### config.mk
export PLATFORM = sky130hd
export DESIGN_NAME = pass_timer
export DESIGN_NICKNAME = d
export VERILOG_FILES = /design/src/rtl/pass_timer_pkg.sv /design/src/rtl/tick_gen.sv /design/src/rtl/pass_timer.sv
export SDC_FILE = /design/constraint.sdc
export NUM_CORES = 1
export LEC_CHECK = 0
export CAP_MARGIN = 20
export CORE_MARGIN = 1.5
export CORE_UTILIZATION = 57
export CTS_CLUSTER_DIAMETER = 150
export CTS_CLUSTER_SIZE = 40
export DETAILED_ROUTE_END_ITERATION = 8
export GPL_TIMING_DRIVEN = 0
export PLACE_DENSITY = 0.88
export SYNTH_ARGS = -nofsm -noshare
export SYNTH_HDL_FRONTEND = slang
export SYNTH_SLANG_ARGS = --single-unit
### constraint.sdc
create_clock -name i_Clk -period 2.5 [get_ports i_Clk]
set_input_delay 0.625 -clock i_Clk [delete_from_list [all_inputs] [get_ports i_Clk]]
set_output_delay 0.625 -clock i_Clk [all_outputs]
set_load 0.05 [all_outputs]
### src/rtl/pass_timer_pkg.sv
// Shared types and constants for the pass countdown timer.
// BCD helpers keep the decrement rule in one place.
package pass_timer_pkg;

    typedef enum logic [1:0] {
        IDLE  = 2'd0,
        RUN   = 2'd1,
        PAUSE = 2'd2,
        DONE  = 2'd3
    } state_t;

    localparam logic [7:0] BCD_ZERO     = 8'h10;
    localparam logic [7:0] BCD_MIN_LOAD = 8'h11;

    function automatic logic bcd_load_ok(input logic [7:0] v);
        return (v[7:4] <= 4'd9) && (v[3:0] <= 4'd9)
            && (v >= BCD_MIN_LOAD);
    endfunction

    function automatic logic [7:0] bcd_dec(input logic [7:0] v);
        if (v[3:0] == 4'd0)
            return {v[7:4] - 4'd1, 4'd9};
        else
            return {v[7:4], v[3:0] - 4'd1};
    endfunction

endpackage

### src/rtl/tick_gen.sv
// Prescaler: counts enabled cycles, flags the last cycle of each period.
// Clear wins over enable so a restart always begins a fresh period.
module tick_gen #(
    parameter int unsigned CLK_DIV = 50_000_000
) (
    input  logic clk_i,
    input  logic rst_i,
    input  logic en_i,
    input  logic clr_i,
    output logic tick_o
);

    localparam int unsigned CW = (CLK_DIV > 1) ? $clog2(CLK_DIV) : 1;
    localparam logic [CW-1:0] LAST = CW'(CLK_DIV - 1);

    logic [CW-1:0] cnt_q;
    logic [CW-1:0] cnt_d;

    always_comb begin
        tick_o = en_i && (cnt_q == LAST);
        cnt_d  = cnt_q;
        if (clr_i)
            cnt_d = '0;
        else if (tick_o)
            cnt_d = '0;
        else if (en_i)
            cnt_d = cnt_q + CW'(1);
    end

    always_ff @(posedge clk_i or posedge rst_i) begin
        if (rst_i)
            cnt_q <= '0;
        else
            cnt_q <= cnt_d;
    end

endmodule

### src/rtl/pass_timer.sv
// BCD countdown timer with pause, restart and a one-cycle done pulse.
// Counts are held offset by +10 so the display value is o_Data - 10.
module pass_timer
    import pass_timer_pkg::*;
#(
    parameter int unsigned CLK_DIV = 50_000_000
) (
    input  logic       i_Clk,
    input  logic       i_Rst,
    input  logic       i_Start,
    input  logic [7:0] i_Load,
    input  logic       i_Pause,
    output logic [7:0] o_Data,
    output logic       o_Ctrl,
    output logic       o_Done
);

    state_t     state_q, state_d;
    logic [7:0] data_q, data_d;
    logic       ctrl_q, ctrl_d;
    logic       done_q, done_d;

    logic       start_ok;
    logic       tick_en;
    logic       tick;
    logic [7:0] dec_val;

    assign start_ok = i_Start && bcd_load_ok(i_Load);
    assign dec_val  = bcd_dec(data_q);

    // Prescaler only advances while the count is live; a pausing RUN cycle freezes it.
    assign tick_en = !start_ok
        && (((state_q == RUN) && !i_Pause) || (state_q == DONE));

    tick_gen #(
        .CLK_DIV(CLK_DIV)
    ) u_tick (
        .clk_i (i_Clk),
        .rst_i (i_Rst),
        .en_i  (tick_en),
        .clr_i (start_ok),
        .tick_o(tick)
    );

    always_comb begin
        state_d = state_q;
        data_d  = data_q;
        done_d  = 1'b0;
        if (start_ok) begin
            state_d = RUN;
            data_d  = i_Load;
        end else begin
            unique case (state_q)
                IDLE: ;
                RUN: begin
                    if (i_Pause) begin
                        state_d = PAUSE;
                    end else if (tick) begin
                        data_d = dec_val;
                        if (dec_val == BCD_ZERO)
                            state_d = DONE;
                    end
                end
                PAUSE: begin
                    if (!i_Pause)
                        state_d = RUN;
                end
                DONE: begin
                    if (tick) begin
                        state_d = IDLE;
                        done_d  = 1'b1;
                    end
                end
                default: state_d = IDLE;
            endcase
        end
        ctrl_d = (state_d != IDLE);
    end

    always_ff @(posedge i_Clk or posedge i_Rst) begin
        if (i_Rst) begin
            state_q <= IDLE;
            data_q  <= BCD_ZERO;
            ctrl_q  <= 1'b0;
            done_q  <= 1'b0;
        end else begin
            state_q <= state_d;
            data_q  <= data_d;
            ctrl_q  <= ctrl_d;
            done_q  <= done_d;
        end
    end

    assign o_Data = data_q;
    assign o_Ctrl = ctrl_q;
    assign o_Done = done_q;

endmodule

==> flow_summary.ini <==
[run_status]
outcome = finished, final reports clean

[grt]
grt_max_degree = 39
grt_use_total = 0.295
grt-busiest-layer = met2
grt_pass1_wl_mm = 9.65
grt_pass1_vias = 2080
grt_overflow = 0
grt_use_met1 = 0.387
grt.met2_usage = 0.468
use_met3 = 0.0709
antenna_found_initial = 0

[critical_path]
worstReg2RegEnd = o_Data[1]
worstPathArrival_ns = 2.67
cp_data_required_time_ns = 2.72
rr_worst_depth = 6
crit_start = i_Load[2]
startpoint_type = input pin
regToRegSetupSlack_ns = 0.15
crit_path_end_kind = flop
cp_max_fo = 10
worstSetupPathType = input pin to flop
reg2reg_from = u_tick.cnt_q[8]

[finish]
fin_nets = 309
drive_gt1_frac = 0.0845
multi_input_area_um2 = 1270
n_antenna_cell = 0
areaGrowthSynthToFinish_pct = 16.3
ff_latch_area_um2 = 952
finish.utilization = 0.708
fill_cells = 305

[route]
vias = 2219
drtIter0Drc = 288
viasPerCell = 6.45
drc_errors = 0
ant_nets = 0
routed_wl_mm = 5.85
detail_route.first_pass.iterations = 4
wl_per_cell_um = 17.0

[placed_design]
io_buffers = 21
place_congestion = 0.938
hpwl_mm = 4.05
dp_slack_ns = -0.637

[clock_network]
clockBufferDepth = 2
cts_setup_buffers = 0
hold_buffers = 0
post_cts_resized = 7
cts_max_level = 2
clk_latency_ns = 0.30
clockRootBuffer = clkbuf_8
clock_sinks = 38
clk_pin_slew_ns = 0.07
cts_tree = yes
cts-buffers-inserted = 5

[floorplanning]
rows = 22
core_um2 = 3770
pin_count = 22
start_util = 0.609
die_h_um = 66.5
die_x_um = 66.5
die_area_um2 = 4420

[synthesis]
yosys_warnings = 0
synth.distinct_cells = 47
yosysSeqAreaShare = 0.415
mappedNetlistNets = 281
syn_area_um2 = 2300
syn_area_per_cell_um2 = 8.60
syn_inst = 267
ys_ff_latch = 38

[timing]
max-slew-margin-rel = 0.372
setup_ws_ns = 0.0418
slew_violations = 0
rsz0062_at_grt = true
clock.fmax_ghz = 0.407
skew_ns = 0.00480
finalSetupViolCount = 0
hold_ws_ns = 0.549
min_period_over_period = 0.983
finalCriticalPeriod_ns = 2.46
worst_slew_pin_slew_ns = 0.933
hold_viol = 0

[min_path]
min_from = u_tick.cnt_q[0]
hold_path_depth = 1
hp-class = flop to flop
holdPathEnd = u_tick.cnt_q[0]

[pwr]
power.density_nw_per_um2 = 686
leakage_uw = 0.000994
vdd_ir_drop_max_mv = 0.339

[job]
drv_cap = 0
-- worst max-delay path by stage --
stage / to / cells past startpoint
floorplan: u_tick.cnt_q[19] / 7
global placement: u_tick.cnt_q[16] / 8
detailed placement: u_tick.cnt_q[22] / 8
CTS: u_tick.cnt_q[12] / 8
global route: u_tick.cnt_q[13] / 7
finish: u_tick.cnt_q[13] / 7
-- worst max-delay path, stage by stage --
cell and delay [ns]:
clkdlybuf4s50_1 0.45, o21ai_1 0.28, and2_1 0.25, a21oi_2 0.09
buf_4 0.18, or4b_2 0.63, a21oi_1 0.17
-- registers in the layout (all words and copies together), names as in the netlist --
| name | flops |
|---|---|
| o_Data | 8 |
| o_Ctrl | 1 |
| state_q | 2 |
| o_Done | 1 |
| u_tick.cnt_q | 26 |
-- cell usage after synthesis (all sizes together) --
library cell / number / area, um^2
nor3b: 1 / 7.51
and2b: 1 / 7.51
o41a: 1 / 11.3
a22oi: 2 / 15.0
nor2: 23 / 86.3
and2: 5 / 31.3
nand2b: 4 / 25.0
nor4b: 1 / 8.76
o21a: 1 / 7.51
or3b: 1 / 8.76
inv: 8 / 30.0
buf: 1 / 11.3
a31oi: 5 / 31.3
a32oi: 1 / 8.76
nor3: 6 / 30.0
and3: 4 / 25.0
a21oi: 19 / 95.1
nand2: 28 / 105
mux2i: 1 / 10.0
and3b: 1 / 8.76
or3: 16 / 100
and4: 3 / 26.3
o41ai: 3 / 26.3
or2: 1 / 6.26
and4bb: 2 / 25.0
o21ai: 21 / 105
ha: 2 / 25.0
dfstp: 1 / 26.3
nand4b: 3 / 26.3
nand4: 11 / 83.8
xor2: 3 / 26.3
dfrtp: 37 / 926
nor4: 7 / 50.1
a31o: 1 / 8.76
nand3: 12 / 60.1
nand3b: 2 / 15.0
o211ai: 1 / 7.51
o31ai: 3 / 22.5
or4b: 4 / 40.0
clkbuf: 10 / 38.8
xnor2: 9 / 78.8
a211oi: 1 / 7.51
-- layer usage --
metal / part of all wire / wire, um / up-vias
met5: 0 / 0 / -
met1: 0.42 / 2480 / 1056
met3: 0.074 / 434 / 16
li1: - / - / 1039
met4: 0.025 / 144 / 0
met2: 0.48 / 2790 / 108
-- layout by cell type (no fill, tap or decap), types with 5 or more instances in the layout --
master,synthesis,routed
clkdlybuf4s50_1,0,20
or3_1,16,16
xnor2_1,9,9
a21oi_1,19,18
nor2_1,23,23
clkbuf_8,0,6
nand4_1,10,10
a31oi_1,5,5
o21ai_0,21,19
inv_1,8,7
nand3_1,12,12
nor4_1,6,6
nor3_1,6,6
clkbuf_1,9,6
nand2_1,28,28
dfrtp_1,37,37
-- final cells by class --
| cell class | instances | area share |
|---|---|---|
| multi-input cells | 210 | 0.475 |
| clock inverters | 1 | 0.00187 |
| well taps | 48 | 0.0225 |
| repair buffers | 21 | 0.0783 |
| plain buffers | 11 | 0.0225 |
| flip-flops and latches | 38 | 0.357 |
| inverters | 8 | 0.0112 |
| clock buffers | 7 | 0.0323 |
-- stage by stage --
step                      total power (uW)  instance area (um^2)  cells  TNS [ns]
final                                 1830                  2670    344         0
after global routing                  1920                  2670    344   -0.0916
after CTS                             1820                  2660    344         0
after detailed placement              1360                  2570    336    -13.76
after global placement                1340                  2570    336    -12.44
after floorplan                       1170                  2300    267         0
-- kinds of logic (layout without fill, tap and decap cells) --
family	after synthesis	in the layout	synth area share
AND/OR/NAND/NOR	136	136	0.338
AO/OA/AOI/OAI	59	59	0.151
flip-flops	38	38	0.415
buffers and inverters	19	48	0.0349
XOR/XNOR	12	12	0.0458
adder cells (fa/ha/maj)	2	2	0.0109
multiplexers	1	1	0.00436
-- power breakdown --
part | switching (uW) | internal, uW | total [uW] | leakage, uW
registers | 89.8 | 684 | 774 | 0.000505
clock network | 222 | 223 | 444 | 0.0000482
logic | 394 | 220 | 614 | 0.000440
total | 705 | 1130 | 1830 | 0.000994
No activity file was read; power rests on OpenSTA's default activity.
